## src/rtl/clk_div_pkg.sv

```systemverilog
// Shared constants and helpers for the programmable clock divider.
//
// Contents:
//   DIV_MIN    - smallest divisor the counter can run with
//   clamp_div  - maps requested divisors 0 and 1 onto DIV_MIN
//   high_len   - length of the high phase for divisor n, floor(n/2)
//
// The helpers work on 32-bit values; callers cast to their own WIDTH.
// This limits WIDTH to 32 bits or fewer.
package clk_div_pkg;

  localparam int unsigned DIV_MIN = 2;

  // Divisors below DIV_MIN would give a zero-length phase, so treat them as DIV_MIN.
  function automatic logic [31:0] clamp_div(input logic [31:0] value);
    return (value < 32'(DIV_MIN)) ? 32'(DIV_MIN) : value;
  endfunction

  function automatic logic [31:0] high_len(input logic [31:0] n);
    return n >> 1;
  endfunction

endpackage

```

## src/rtl/div_config_reg.sv

```systemverilog
// Divisor configuration register for programmable_clock_divider.
//
// Holds the active divisor and one pending request. A request is
// captured on div_load and made active on the next apply edge: a
// period wrap, or any edge while the divider is disabled. A load that
// coincides with an apply edge skips the pending stage and becomes
// active on that edge. Each activation gives one div_ack pulse in the
// following cycle.
//
// Ports:
//   clock      in   system clock
//   reset      in   asynchronous active-high reset
//   div_value  in   requested divisor (0/1 treated as 2)
//   div_load   in   single-cycle capture strobe
//   apply      in   current edge is a period boundary
//   active_div out  divisor currently in force
//   div_ack    out  one-cycle pulse after a divisor becomes active
module div_config_reg
  import clk_div_pkg::*;
#(
  parameter int unsigned WIDTH       = 8,
  parameter int unsigned DEFAULT_DIV = 4
) (
  input  logic             clock,
  input  logic             reset,
  input  logic [WIDTH-1:0] div_value,
  input  logic             div_load,
  input  logic             apply,
  output logic [WIDTH-1:0] active_div,
  output logic             div_ack
);

  logic [WIDTH-1:0] req_div;
  logic [WIDTH-1:0] active_q, active_d;
  logic [WIDTH-1:0] pending_div_q, pending_div_d;
  logic             pending_q, pending_d;
  logic             ack_q, ack_d;

  assign req_div = WIDTH'(clamp_div(32'(div_value)));

  always_comb begin
    active_d      = active_q;
    pending_div_d = pending_div_q;
    pending_d     = pending_q;
    ack_d         = 1'b0;
    if (apply) begin
      if (div_load) begin
        // Incoming request wins over anything still pending.
        active_d  = req_div;
        pending_d = 1'b0;
        ack_d     = 1'b1;
      end else if (pending_q) begin
        active_d  = pending_div_q;
        pending_d = 1'b0;
        ack_d     = 1'b1;
      end
    end else if (div_load) begin
      // Repeated loads overwrite; only the final value is acknowledged.
      pending_div_d = req_div;
      pending_d     = 1'b1;
    end
  end

  always_ff @(posedge clock or posedge reset) begin
    if (reset) begin
      active_q      <= WIDTH'(DEFAULT_DIV);
      pending_div_q <= WIDTH'(DEFAULT_DIV);
      pending_q     <= 1'b0;
      ack_q         <= 1'b0;
    end else begin
      active_q      <= active_d;
      pending_div_q <= pending_div_d;
      pending_q     <= pending_d;
      ack_q         <= ack_d;
    end
  end

  assign active_div = active_q;
  assign div_ack    = ack_q;

endmodule

```

## src/rtl/programmable_clock_divider.sv

```systemverilog
// Programmable integer clock divider.
//
// Divides clock by N (runtime programmable). Each period is a low
// phase of N-floor(N/2) cycles followed by a high phase of floor(N/2)
// cycles; tick pulses in the last cycle of every period. Divisor
// changes only take effect on a period boundary so clk_div_out never
// glitches.
//
// Configuration macro: DUTY50_ODD_EN
//   When defined, a falling-edge flop stretches the high phase by half
//   a clock for odd N, giving an exact 50% duty cycle. When undefined
//   the design is rise-edge only.
//
// Ports:
//   clock       in   system clock
//   reset       in   asynchronous active-high reset
//   enable      in   run when high; hold in idle low phase when low
//   div_value   in   requested divisor N (0/1 treated as 2)
//   div_load    in   single-cycle request to capture div_value
//   div_ack     out  one-cycle pulse when the new divisor is active
//   clk_div_out out  divided clock
//   tick        out  one-cycle pulse in the last cycle of each period
module programmable_clock_divider
  import clk_div_pkg::*;
#(
  parameter int unsigned WIDTH       = 8,
  parameter int unsigned DEFAULT_DIV = 4
) (
  input  logic             clock,
  input  logic             reset,
  input  logic             enable,
  input  logic [WIDTH-1:0] div_value,
  input  logic             div_load,
  output logic             div_ack,
  output logic             clk_div_out,
  output logic             tick
);

  logic [WIDTH-1:0] active_div;
  logic [WIDTH-1:0] hi_len;
  logic [WIDTH-1:0] low_len;
  logic [WIDTH-1:0] last_cnt;
  logic [WIDTH-1:0] cnt_q, cnt_d;
  logic             phase_q, phase_d;
  logic             tick_q, tick_d;
  logic             wrap;
  logic             apply;

  div_config_reg #(
    .WIDTH       (WIDTH),
    .DEFAULT_DIV (DEFAULT_DIV)
  ) u_div_config_reg (
    .clock      (clock),
    .reset      (reset),
    .div_value  (div_value),
    .div_load   (div_load),
    .apply      (apply),
    .active_div (active_div),
    .div_ack    (div_ack)
  );

  // N >= 2 always, so neither subtraction can underflow.
  assign hi_len   = WIDTH'(high_len(32'(active_div)));
  assign low_len  = active_div - hi_len;
  assign last_cnt = active_div - WIDTH'(1);

  assign wrap  = enable && (cnt_q >= last_cnt);
  // Disabled edges are also boundaries: the counter sits at 0.
  assign apply = wrap || !enable;

  // The divisor only changes on edges where cnt_d is 0. At cnt_d == 0
  // the phase is low and tick is clear for any N >= 2, so decoding
  // against the current divisor is safe.
  always_comb begin
    cnt_d   = '0;
    phase_d = 1'b0;
    tick_d  = 1'b0;
    if (enable && !wrap) begin
      cnt_d   = cnt_q + WIDTH'(1);
      phase_d = (cnt_d >= low_len);
      tick_d  = (cnt_d == last_cnt);
    end
  end

  always_ff @(posedge clock or posedge reset) begin
    if (reset) begin
      cnt_q   <= '0;
      phase_q <= 1'b0;
      tick_q  <= 1'b0;
    end else begin
      cnt_q   <= cnt_d;
      phase_q <= phase_d;
      tick_q  <= tick_d;
    end
  end

  assign tick = tick_q;

`ifdef DUTY50_ODD_EN
  logic phase_fall_q;

  // Half-cycle delayed copy of the phase; OR-ing it in for odd N moves
  // the falling edge of clk_div_out half a clock later.
  always_ff @(negedge clock or posedge reset) begin
    if (reset) begin
      phase_fall_q <= 1'b0;
    end else begin
      phase_fall_q <= phase_q;
    end
  end

  assign clk_div_out = phase_q | (active_div[0] & phase_fall_q);
`else
  assign clk_div_out = phase_q;
`endif

endmodule
```

## config.mk

```make
export PLATFORM = sky130hd
export DESIGN_NAME = programmable_clock_divider
export DESIGN_NICKNAME = d
export VERILOG_FILES = /design/src/rtl/clk_div_pkg.sv /design/src/rtl/div_config_reg.sv /design/src/rtl/programmable_clock_divider.sv
export SDC_FILE = /design/constraint.sdc
export NUM_CORES = 1
export LEC_CHECK = 0
export ABC_AREA = 1
export CORE_MARGIN = 3
export CORE_UTILIZATION = 54
export DETAILED_ROUTE_END_ITERATION = 10
export PLACE_DENSITY = 0.76
export RECOVER_POWER = 50
export SYNTH_ARGS = -nofsm -noshare
export SYNTH_HDL_FRONTEND = slang
export SYNTH_SLANG_ARGS = --single-unit
export TNS_END_PERCENT = 100
```

## constraint.sdc

```tcl
create_clock -name clock -period 2.7 [get_ports clock]
set_input_delay 0.675 -clock clock [delete_from_list [all_inputs] [get_ports clock]]
set_output_delay 0.675 -clock clock [all_outputs]
set_load 0.02 [all_outputs]
```

After elaboration in Yosys (flattened, before gate mapping)
Index checks and enable logic that the tools add are counted.
{"block": "totals", "elab_cells": 35, "output_inout_bits": 3, "input_bits": 12, "regBits": 28}
{"block": "op_classes", "reduce_logical": 9, "eq_ne": 1, "n_lt_le_gt_ge": 3, "n_addsub": 3, "n_mux": 11, "bitwise_logic": 1}
{"cell": "$mux 8", "count": 4}
{"cell": "$ge 8x8->1", "count": 2}
{"cell": "$add 8x1->8 const B", "count": 1}
{"cell": "$eq 8x8->1", "count": 1}
{"cell": "$lt 8x2->1 const B", "count": 1}
{"cell": "$sub 8x1->8 const B", "count": 1}
{"cell": "$sub 8x7->8", "count": 1}
{"cell": "$mux 1", "count": 7}
{"cell": "$reduce_and 2->1", "count": 2}
{"cell": "$reduce_bool 2->1", "count": 2}
{"cell": "$logic_and 1x1->1", "count": 2}
{"cell": "$logic_not 1->1", "count": 2}
{"cell": "$logic_or 1x1->1", "count": 1}
{"cell": "$not 1->1", "count": 1}

Longest topological paths before layout
Gate-level depths: netlist of run 1.
{"block": "depth", "ltp_word": 6, "ltp_mapped": 17, "depth_no_buf": 16}

Cells and area by module
A second synthesis of run 1 with hierarchy kept.
{"block": "unflattened", "hier_cells": 319, "area_unflattened_um2": 2287.2}
{"module": "programmable_clock_divider", "cells_per_inst": 223, "seq_area_each_um2": 250.2, "area_each_um2": 1502.7, "n_inst": 1}
{"module": "div_config_reg", "cells_per_inst": 96, "seq_area_each_um2": 452.9, "area_each_um2": 784.5, "n_inst": 1}

Worst setup path before layout of run 1
No wires, ideal clock.
{"block": "synth_path", "kind": "reg2reg", "start": "register u_div_config_reg.active_q[2] (netlist: u_div_config_reg.active_div[2])", "end": "register u_div_config_reg.pending_div_q[6]", "synth_period_minus_slack_ns": 2.531, "t_required_ns": 2.577, "stages_incl_launch_ff": 17, "slack_ns": 0.169, "setup_ns": 0.123, "t_arrival_ns": 2.408, "n_path_buf": 2, "cell_sequence": "dfstp_2 > inv_1 > ha_1 > nand2_1 > nand2_1 > nand2_1 > nand2_1 > nand2_1 > nand2_1 > ha_1 > a21o_1 > nor2_1 > nand4_1 > buf_2 > buf_6 > o21ai_0 > nand2_1"}
{"block": "synth_between", "elab_chain_cells": 6}
{"element": "start, declared", "line_no": "div_config_reg.sv:34", "rtl": "logic [WIDTH-1:0] active_q, active_d;"}
{"element": "start signal, assigned", "line_no": "div_config_reg.sv:66", "rtl": "active_q <= WIDTH'(DEFAULT_DIV);"}
{"element": "start signal, assigned", "line_no": "div_config_reg.sv:71", "rtl": "active_q <= active_d;"}
{"element": "$sub 8x1->8", "line_no": "programmable_clock_divider.sv:65", "rtl": "assign last_cnt = active_div - WIDTH'(1);"}
{"element": "$ge 8x8->1", "line_no": "programmable_clock_divider.sv:67", "rtl": "assign wrap = enable && (cnt_q >= last_cnt);"}
{"element": "$logic_and 1x1->1", "line_no": "programmable_clock_divider.sv:67"}
{"element": "$logic_or 1x1->1", "line_no": "programmable_clock_divider.sv:69", "rtl": "assign apply = wrap || !enable;"}
{"element": "$not 1->1 (no source line)"}
{"element": "$reduce_and 2->1 (no source line)"}
{"element": "end signal, assigned", "line_no": "div_config_reg.sv:67", "rtl": "pending_div_q <= WIDTH'(DEFAULT_DIV);"}
{"element": "end signal, assigned", "line_no": "div_config_reg.sv:72", "rtl": "pending_div_q <= pending_div_d;"}
{"element": "end, declared", "line_no": "div_config_reg.sv:35", "rtl": "logic [WIDTH-1:0] pending_div_q, pending_div_d;"}
Every way passes these cells.
A chain may end at the register's enable or synchronous reset.

Worst setup path in the final report of run 1
{"block": "layout_path", "start": "register u_div_config_reg.active_q[2] (netlist: u_div_config_reg.active_div[2])", "end": "register u_div_config_reg.pending_div_q[3]"}
The elaborated chain is that of the path after synthesis.

==> results.txt, run 1 <==
Main synth FF type = dfrtp_1
Rel. slew slack = 1.94%
worst vdd ir = 488 µV
Fin. Hold Viols = 0
Global Route Usage Sum = 21.6%
WL final = 5510 µm
DR WL/cell = 12.5 µm
largest net degree at the start of global routing = 29
clock root buffer = clkbuf_8
WP data arrival = 2.76 ns
M1 GR Usage = 28.1%
post-route clock period utilization = 96.2%
grt total ovfl = 0
Std-Cell Rows = 23
DRT iter0 DRCs = 124
synthesis-stage register bit count = 28
EDFF count, synth = 0
Fmax achieved = 385 MHz
hold_buf cts = 0
Max FO, Critical Path = 5
die extent in x = 73.1 µm
drt pass-1 iters = 4
clock sink count = 28
worst setup margin = 0.104 ns
Seq/Total Area, Yosys = 29.0%
IO buf count = 14
max-slew violation count = 0
synth warn = 0
Power Total = 2.01 mW
asr flop ratio synth = 100%
Residual DRC = 0
Worst EP required = 2.87 ns
Finish-stage setup viols = 0
Syn-to-layout area delta = 18.6%
met3 usage = 3.31%
R2R Setup Slk = 0.10 ns
CTS tree = yes
vias in the first global route = 2,106
NumNets Final = 435
Critical R2R Launch = u_div_config_reg.active_div[2]$_DFFE_PP1P_
post-layout min period = 2.60 ns
startpoint class of the critical path = flop
Worst Setup EP = u_div_config_reg.pending_div_q[3]$_DFFE_PP0P_
GRT Max-Usage Layer = met2
Die ar. = 5340 µm²
Crit Path Category = flop to flop
number of max-cap violations = 0
cells after synthesis = 360
crit path from = u_div_config_reg.active_div[2]$_DFFE_PP1P_
Die H = 73.1 µm
post-synth design cell area = 2430 µm²
Core Region = 4170 µm²
initial antenna violation count = 0
Power Density = 697 nW/µm²
DP Worst Slack = 0.0732 ns
post-synthesis average cell area = 6.75 µm²
Worst R2R End = u_div_config_reg.pending_div_q[3]$_DFFE_PP0P_
Hold/Removal Path Class = flop to flop
layout cells sized above 1 = 12.9%
worst skew pair latency = 0.28 ns
vias after detailed routing = 2,287
Lkg Pwr = 1.56 nW
# IOs = 15
H-tree levels = 1
clk buf depth = 2
Yosys top cell by area = dfrtp_1
count leader, synth = nand2_1
Placer Congestion = 0.928
Synth area leaders = dfrtp_1 (27%), nand2_1 (21%), ha_1 (16%)
Cell variety after synth = 26
Worst-Margin Slew = 1.47 ns
Commonest cells post-synth = nand2_1 (136), inv_1 (47), ha_1 (32), nand3_1 (32), dfrtp_1 (26)
Initial Utilization = 58.2%
CP Cell Sequence = inv_2 > ha_4 > nand2_2 > nand2_2 > nand2_2 > nand2_1 > nand2_1 > nand2_2 > ha_4 > nand2_1 > nor2_2 > nand2_1 > nand4_1 > buf_6 > nor2_4 > buf_6 > nand2_1 > nand2_1
Antenna Cells = 0
fin area = 2880 µm²
Routed Antenna Nets = 0
Mapped Nets = 405
Vias/cell = 5.21
Post-DP Area = 2670 µm²
Worst Skew = 0.00621 ns
Clock transition at path regs = 0.09 ns
Worst R2R Path Depth = 18
highest-delay cell along the critical path = dfstp_2
post-detail-place hpwl = 4270 µm
CP most frequent cell = nand2_1
status = finished clean
M2 GR Usage = 37.9%
top-area cell type share of the netlist area = 26.8%
first-pass GRT wire length = 9200 µm
Worst Setup End Kind = flop
Filler cells = 351
number of buffers created by CTS = 3
CP peak stage delay = 0.55 ns
[per-stage QoR]
stage | TNS, ns | cells | hold slack, ns | utilization (%)
final | 0 | 439 | 0.502 | 69.0
after global routing | -0.624 | 439 | 0.537 | 69.0
after CTS | 0 | 432 | 0.504 | 65.4
after detailed placement | 0 | 428 | 0.487 | 64.0
after global placement | 0 | 428 | 0.477 | 64.0
after floorplan | 0 | 360 | 0.453 | -
[worst min-delay path by stage]
stage                                                             start  slack, ns  cells past startpoint                                       endpoint
after global placement    u_div_config_reg.pending_div_q[1]$_DFFE_PP0P_       0.48                      2  u_div_config_reg.pending_div_q[1]$_DFFE_PP0P_
after CTS                 u_div_config_reg.pending_div_q[2]$_DFFE_PP1P_       0.50                      2  u_div_config_reg.pending_div_q[2]$_DFFE_PP1P_
after global routing      u_div_config_reg.pending_div_q[0]$_DFFE_PP0P_       0.54                      2  u_div_config_reg.pending_div_q[0]$_DFFE_PP0P_
after detailed placement  u_div_config_reg.pending_div_q[2]$_DFFE_PP1P_       0.49                      2  u_div_config_reg.pending_div_q[2]$_DFFE_PP1P_
final                     u_div_config_reg.pending_div_q[5]$_DFFE_PP0P_       0.50                      2  u_div_config_reg.pending_div_q[5]$_DFFE_PP0P_
after floorplan           u_div_config_reg.pending_div_q[2]$_DFFE_PP1P_       0.45                      2  u_div_config_reg.pending_div_q[2]$_DFFE_PP1P_
[cell usage in the layout, fill, tap and decap left out, types with 3 or more instances in the layout]
| cell type | n |
|---|---|
| nand2_1 | 131 |
| inv_1 | 42 |
| nand3_1 | 31 |
| ha_1 | 27 |
| dfrtp_1 | 24 |
| nor2_1 | 23 |
| o21ai_0 | 13 |
| clkdlybuf4s50_1 | 13 |
| buf_4 | 12 |
| a21oi_1 | 10 |
| nand2_2 | 8 |
| nand4_1 | 7 |
| xor2_1 | 7 |
| inv_2 | 5 |
| ha_4 | 4 |
| clkbuf_8 | 4 |
| buf_6 | 3 |
[critical path: cells and delay by family, from the launching register on]
kind,cells,cell delay (ns)
flip-flops,1,0.55
adder cells (fa/ha/maj),2,0.44
AND/OR/NAND/NOR,13,1.14
buffers and inverters,3,0.37
[kinds of logic (layout without fill, tap and decap cells)]
| group | count (synthesis) | count (layout) | share of synthesized area, % |
|---|---|---|---|
| flops | 28 | 28 | 29.0 |
| xor+xnor | 9 | 9 | 3.25 |
| fa+ha+maj | 33 | 33 | 17.3 |
| simple gates | 208 | 208 | 35.5 |
| buf+inv | 53 | 82 | 8.66 |
| compound gates | 29 | 29 | 6.34 |
[per-layer routing]
| metal | routed length [µm] | vias to the layer above |
|---|---|---|
| li1 | - | 1191 |
| met1 | 2520 | 1055 |
| met2 | 2760 | 35 |
| met3 | 153 | 6 |
| met4 | 72 | 0 |
| met5 | 0 | - |
[repair_timing]
action / CTS / global route
endpoints found under the hold margin: 0 / 0
setup buffers: 0 / 6
endpoints found under the setup margin: 0 / 19
resized for setup: 0 / 29
[flip-flops by register name (all words and copies together) (netlist names)]
name	flops
u_div_config_reg.pending_div_q	8
u_div_config_reg.div_ack	1
clk_div_out	1
u_div_config_reg.pending_q	1
cnt_q	8
tick	1
u_div_config_reg.active_div	8
[area by class of cell]
type	instances	area, µm²	area share (%)
repair buffers	31	273	9.47
clock buffers	4	55.1	1.91
well taps	50	62.6	2.17
multi-input cells	279	1610	55.8
inverters	47	176	6.13
flip-flops and latches	28	706	24.5
[where the power goes]
group / leakage, nW / total, mW / switching (mW) / internal [mW]
combinational: 1.18 / 1.20 / 0.711 / 0.485
clock: 0.0288 / 0.263 / 0.133 / 0.131
sequential: 0.355 / 0.549 / 0.0599 / 0.489
Power figures use the tool's default switching activity.
==> inputs of run 2 (changes only) <==
- SETUP_SLACK_MARGIN: not set -> 0.1
==> run 2 against run 1 <==
Sequential power barely moved. Cell area rose by 2.2%. Routed wire length rose by 2.5%. Critical path depth fell by 4. Total power rose by 4.3%. Maximum frequency rose by 3.1%. Global-route usage rose by 0.17 points. Clock power barely moved. Critical path type unchanged.
==> results.txt, run 2 (synthesized netlist as in run 1, its figures left out) <==
status = finished clean
Hold Slack = 0.481 ns (-0.0216 ns)
highest-delay cell along the critical path = dfstp_2
hold_buf cts = 0 (unchanged)
first-pass GRT wire length = 9270 µm (+0.67%)
DRT iter0 DRCs = 143 (+15%)
Finish-stage setup viols = 0 (unchanged)
crit path from = u_div_config_reg.active_div[2]$_DFFE_PP1P_
Power Density = 712 nW/µm² (+2.1%)
worst vdd ir = 510 µV (+4.4%)
clock root buffer = clkbuf_8
Routed Antenna Nets = 0 (unchanged)
largest net degree at the start of global routing = 29 (unchanged)
clock power share = 12.5% (-0.6 points)
CTS tree = yes
Fin Setup TNS = 0 ns (unchanged)
CP peak stage delay = 0.56 ns (about the same)
clk buf depth = 2 (unchanged)
post-route clock period utilization = 93.2% (-2.9 points)
Fmax achieved = 397 MHz (+3.1%)
Critical R2R Launch = u_div_config_reg.active_div[2]$_DFFE_PP1P_
Worst EP required = 2.90 ns (+0.03 ns)
post-layout min period = 2.52 ns (-0.0792 ns)
Residual DRC = 0 (unchanged)
DR WL/cell = 12.8 µm (+2.1%)
Die H = 73.1 µm (unchanged)
WP data arrival = 2.72 ns (-0.04 ns)
Core Region = 4170 µm² (unchanged)
layout cells sized above 1 = 15.6% (+2.7 points)
Crit Path Category = flop to flop
NumNets Final = 437 (+0.46%)
Flop pwr share = 26.3% (-1.0 points)
vias in the first global route = 2,122 (+0.76%)
Post-DP Area = 2670 µm² (unchanged)
startpoint class of the critical path = flop
# IOs = 15 (unchanged)
R2R Setup Slk = 0.18 ns (+0.08 ns)
Worst R2R Path Depth = 14 (-4)
vias after detailed routing = 2,317 (+1.3%)
Worst Setup End Kind = flop
post-detail-place hpwl = 4270 µm (unchanged)
number of buffers created by CTS = 3 (unchanged)
Psw = 949 µW (+5.1%)
Power Total = 2.09 mW (+4.3%)
Std-Cell Rows = 23 (unchanged)
Worst Skew = 0.00370 ns (-0.00252 ns)
fin area = 2940 µm² (+2.2%)
Vias/cell = 5.25 (+0.85%)
worst skew pair latency = 0.27 ns (about the same)
grt total ovfl = 0 (unchanged)
Max FO, Critical Path = 3 (-2)
Placer Congestion = 0.928 (unchanged)
WL final = 5650 µm (+2.5%)
Rel. slew slack = 1.44% (-0.51 points)
initial antenna violation count = 0 (unchanged)
Worst-Margin Slew = 1.48 ns (+0.00760 ns)
max-slew violation count = 0 (unchanged)
Pint = 1.14 mW (+3.7%)
H-tree levels = 1 (unchanged)
RSZ-0062 raised after global routing = no
post-layout util = 70.5% (+1.5 points)
Worst R2R End = clk_div_out$_DFF_PP0_
Clock transition at path regs = 0.10 ns (about the same)
Syn-to-layout area delta = 21.2%
Antenna Cells = 0 (unchanged)
Lkg Pwr = 1.59 nW (+1.8%)
die extent in x = 73.1 µm (unchanged)
Fin. Hold Viols = 0 (unchanged)
most frequent cells in the layout = nand2_1 (127), inv_1 (41), nand3_1 (29)
part of the power in combinational logic = 61.2% (+1.6 points)
Initial Utilization = 58.2% (unchanged)
leading cell type in the layout, fill and taps excluded = nand2_1
drt pass-1 iters = 4 (unchanged)
Hold/Removal Path Class = flop to flop
clock sink count = 28 (unchanged)
Global Route Usage Sum = 21.8% (+0.17 points)
number of max-cap violations = 0 (unchanged)
Worst Setup EP = clk_div_out$_DFF_PP0_
CP Cell Sequence = inv_4 > buf_4 > ha_4 > inv_1 > a21oi_1 > nand2_1 > nand4_1 > nand3_2 > xor2_1 > ha_1 > nand2_1 > nor2_2 > nand4_1 > a31oi_1
Die ar. = 5340 µm² (unchanged)
switch share = 45.3% (+0.33 points)
IO buf count = 14 (unchanged)
[run 2: changes by cell type in the layout (fill, tap and decap cells not counted), sizes merged]
cell           before  now
clkdlybuf4s50      13   12
buf                16   18
dlygate4sd3         1    2
[run 2: layout make-up]
cell class,count,area [µm²]
well taps,50,62.6
repair buffers,33,287
clock buffers,4,55.1
inverters,47,181
multi-input cells,279,1650
flip-flops and latches,28,706
fillers,335,1230
[run 2: how the worst min path moves through the flow]
stage          slack (ns)                                       endpoint                                           from  cells after the start
6_report             0.48  u_div_config_reg.pending_div_q[5]$_DFFE_PP0P_  u_div_config_reg.pending_div_q[5]$_DFFE_PP0P_                      2
5_1_grt              0.52  u_div_config_reg.pending_div_q[5]$_DFFE_PP0P_  u_div_config_reg.pending_div_q[5]$_DFFE_PP0P_                      2
4_1_cts              0.50  u_div_config_reg.pending_div_q[2]$_DFFE_PP1P_  u_div_config_reg.pending_div_q[2]$_DFFE_PP1P_                      2
3_5_place_dp         0.49  u_div_config_reg.pending_div_q[2]$_DFFE_PP1P_  u_div_config_reg.pending_div_q[2]$_DFFE_PP1P_                      2
3_3_place_gp         0.48  u_div_config_reg.pending_div_q[1]$_DFFE_PP0P_  u_div_config_reg.pending_div_q[1]$_DFFE_PP0P_                      2
2_1_floorplan        0.45  u_div_config_reg.pending_div_q[2]$_DFFE_PP1P_  u_div_config_reg.pending_div_q[2]$_DFFE_PP1P_                      2
[run 2: timing repair]
action | in CTS | in global routing
pin swaps | 2 | 12
resized for setup | 5 | 39
endpoints found under the setup margin | 8 | 27
buffers inserted | 2 | 7
[run 2: worst max-delay path, delay by kind of cell (launching register included)]
family                     cells  cell delay, ns
DFF                            1            0.56
AOI/OAI and AO/OA              2            0.30
buffers and inverters          3            0.25
xor gates and xnor gates       1            0.16
and+or+nand+nor                6            0.60
adders and majority gates      2            0.58
[run 2: routing by layer]
metal,wire (µm),track usage [%],vias up,share of wire [%]
li1,-,-,1196,-
met1,2500,28.3,1068,44
met2,2830,38.3,45,50
met3,241,3.31,8,4.3
met4,70,3.89,0,1.2
met5,0,0,-,0
[run 2: power by group through the flow]
stage                     registers (mW)  clock network (mW)  logic, mW
after floorplan                    0.549                   0      0.812
after global placement             0.551                   0       1.04
after detailed placement           0.554                   0       1.07
after CTS                          0.546               0.268       1.09
after global routing               0.559               0.288       1.45
final                              0.551               0.261       1.28
[run 2: through the flow]
step,std cells,setup WS [ns]
floorplan,360,0.169
global placement,428,0.172
detailed placement,428,0.0732
CTS,434,0.108
global route,441,0.0523
finish,441,0.183
==> inputs of run 3 (changes only) <==
- CAP_MARGIN: not set -> 20
==> results of run 3 <==
Final layout, timing and power as in run 2 (identical DEF).
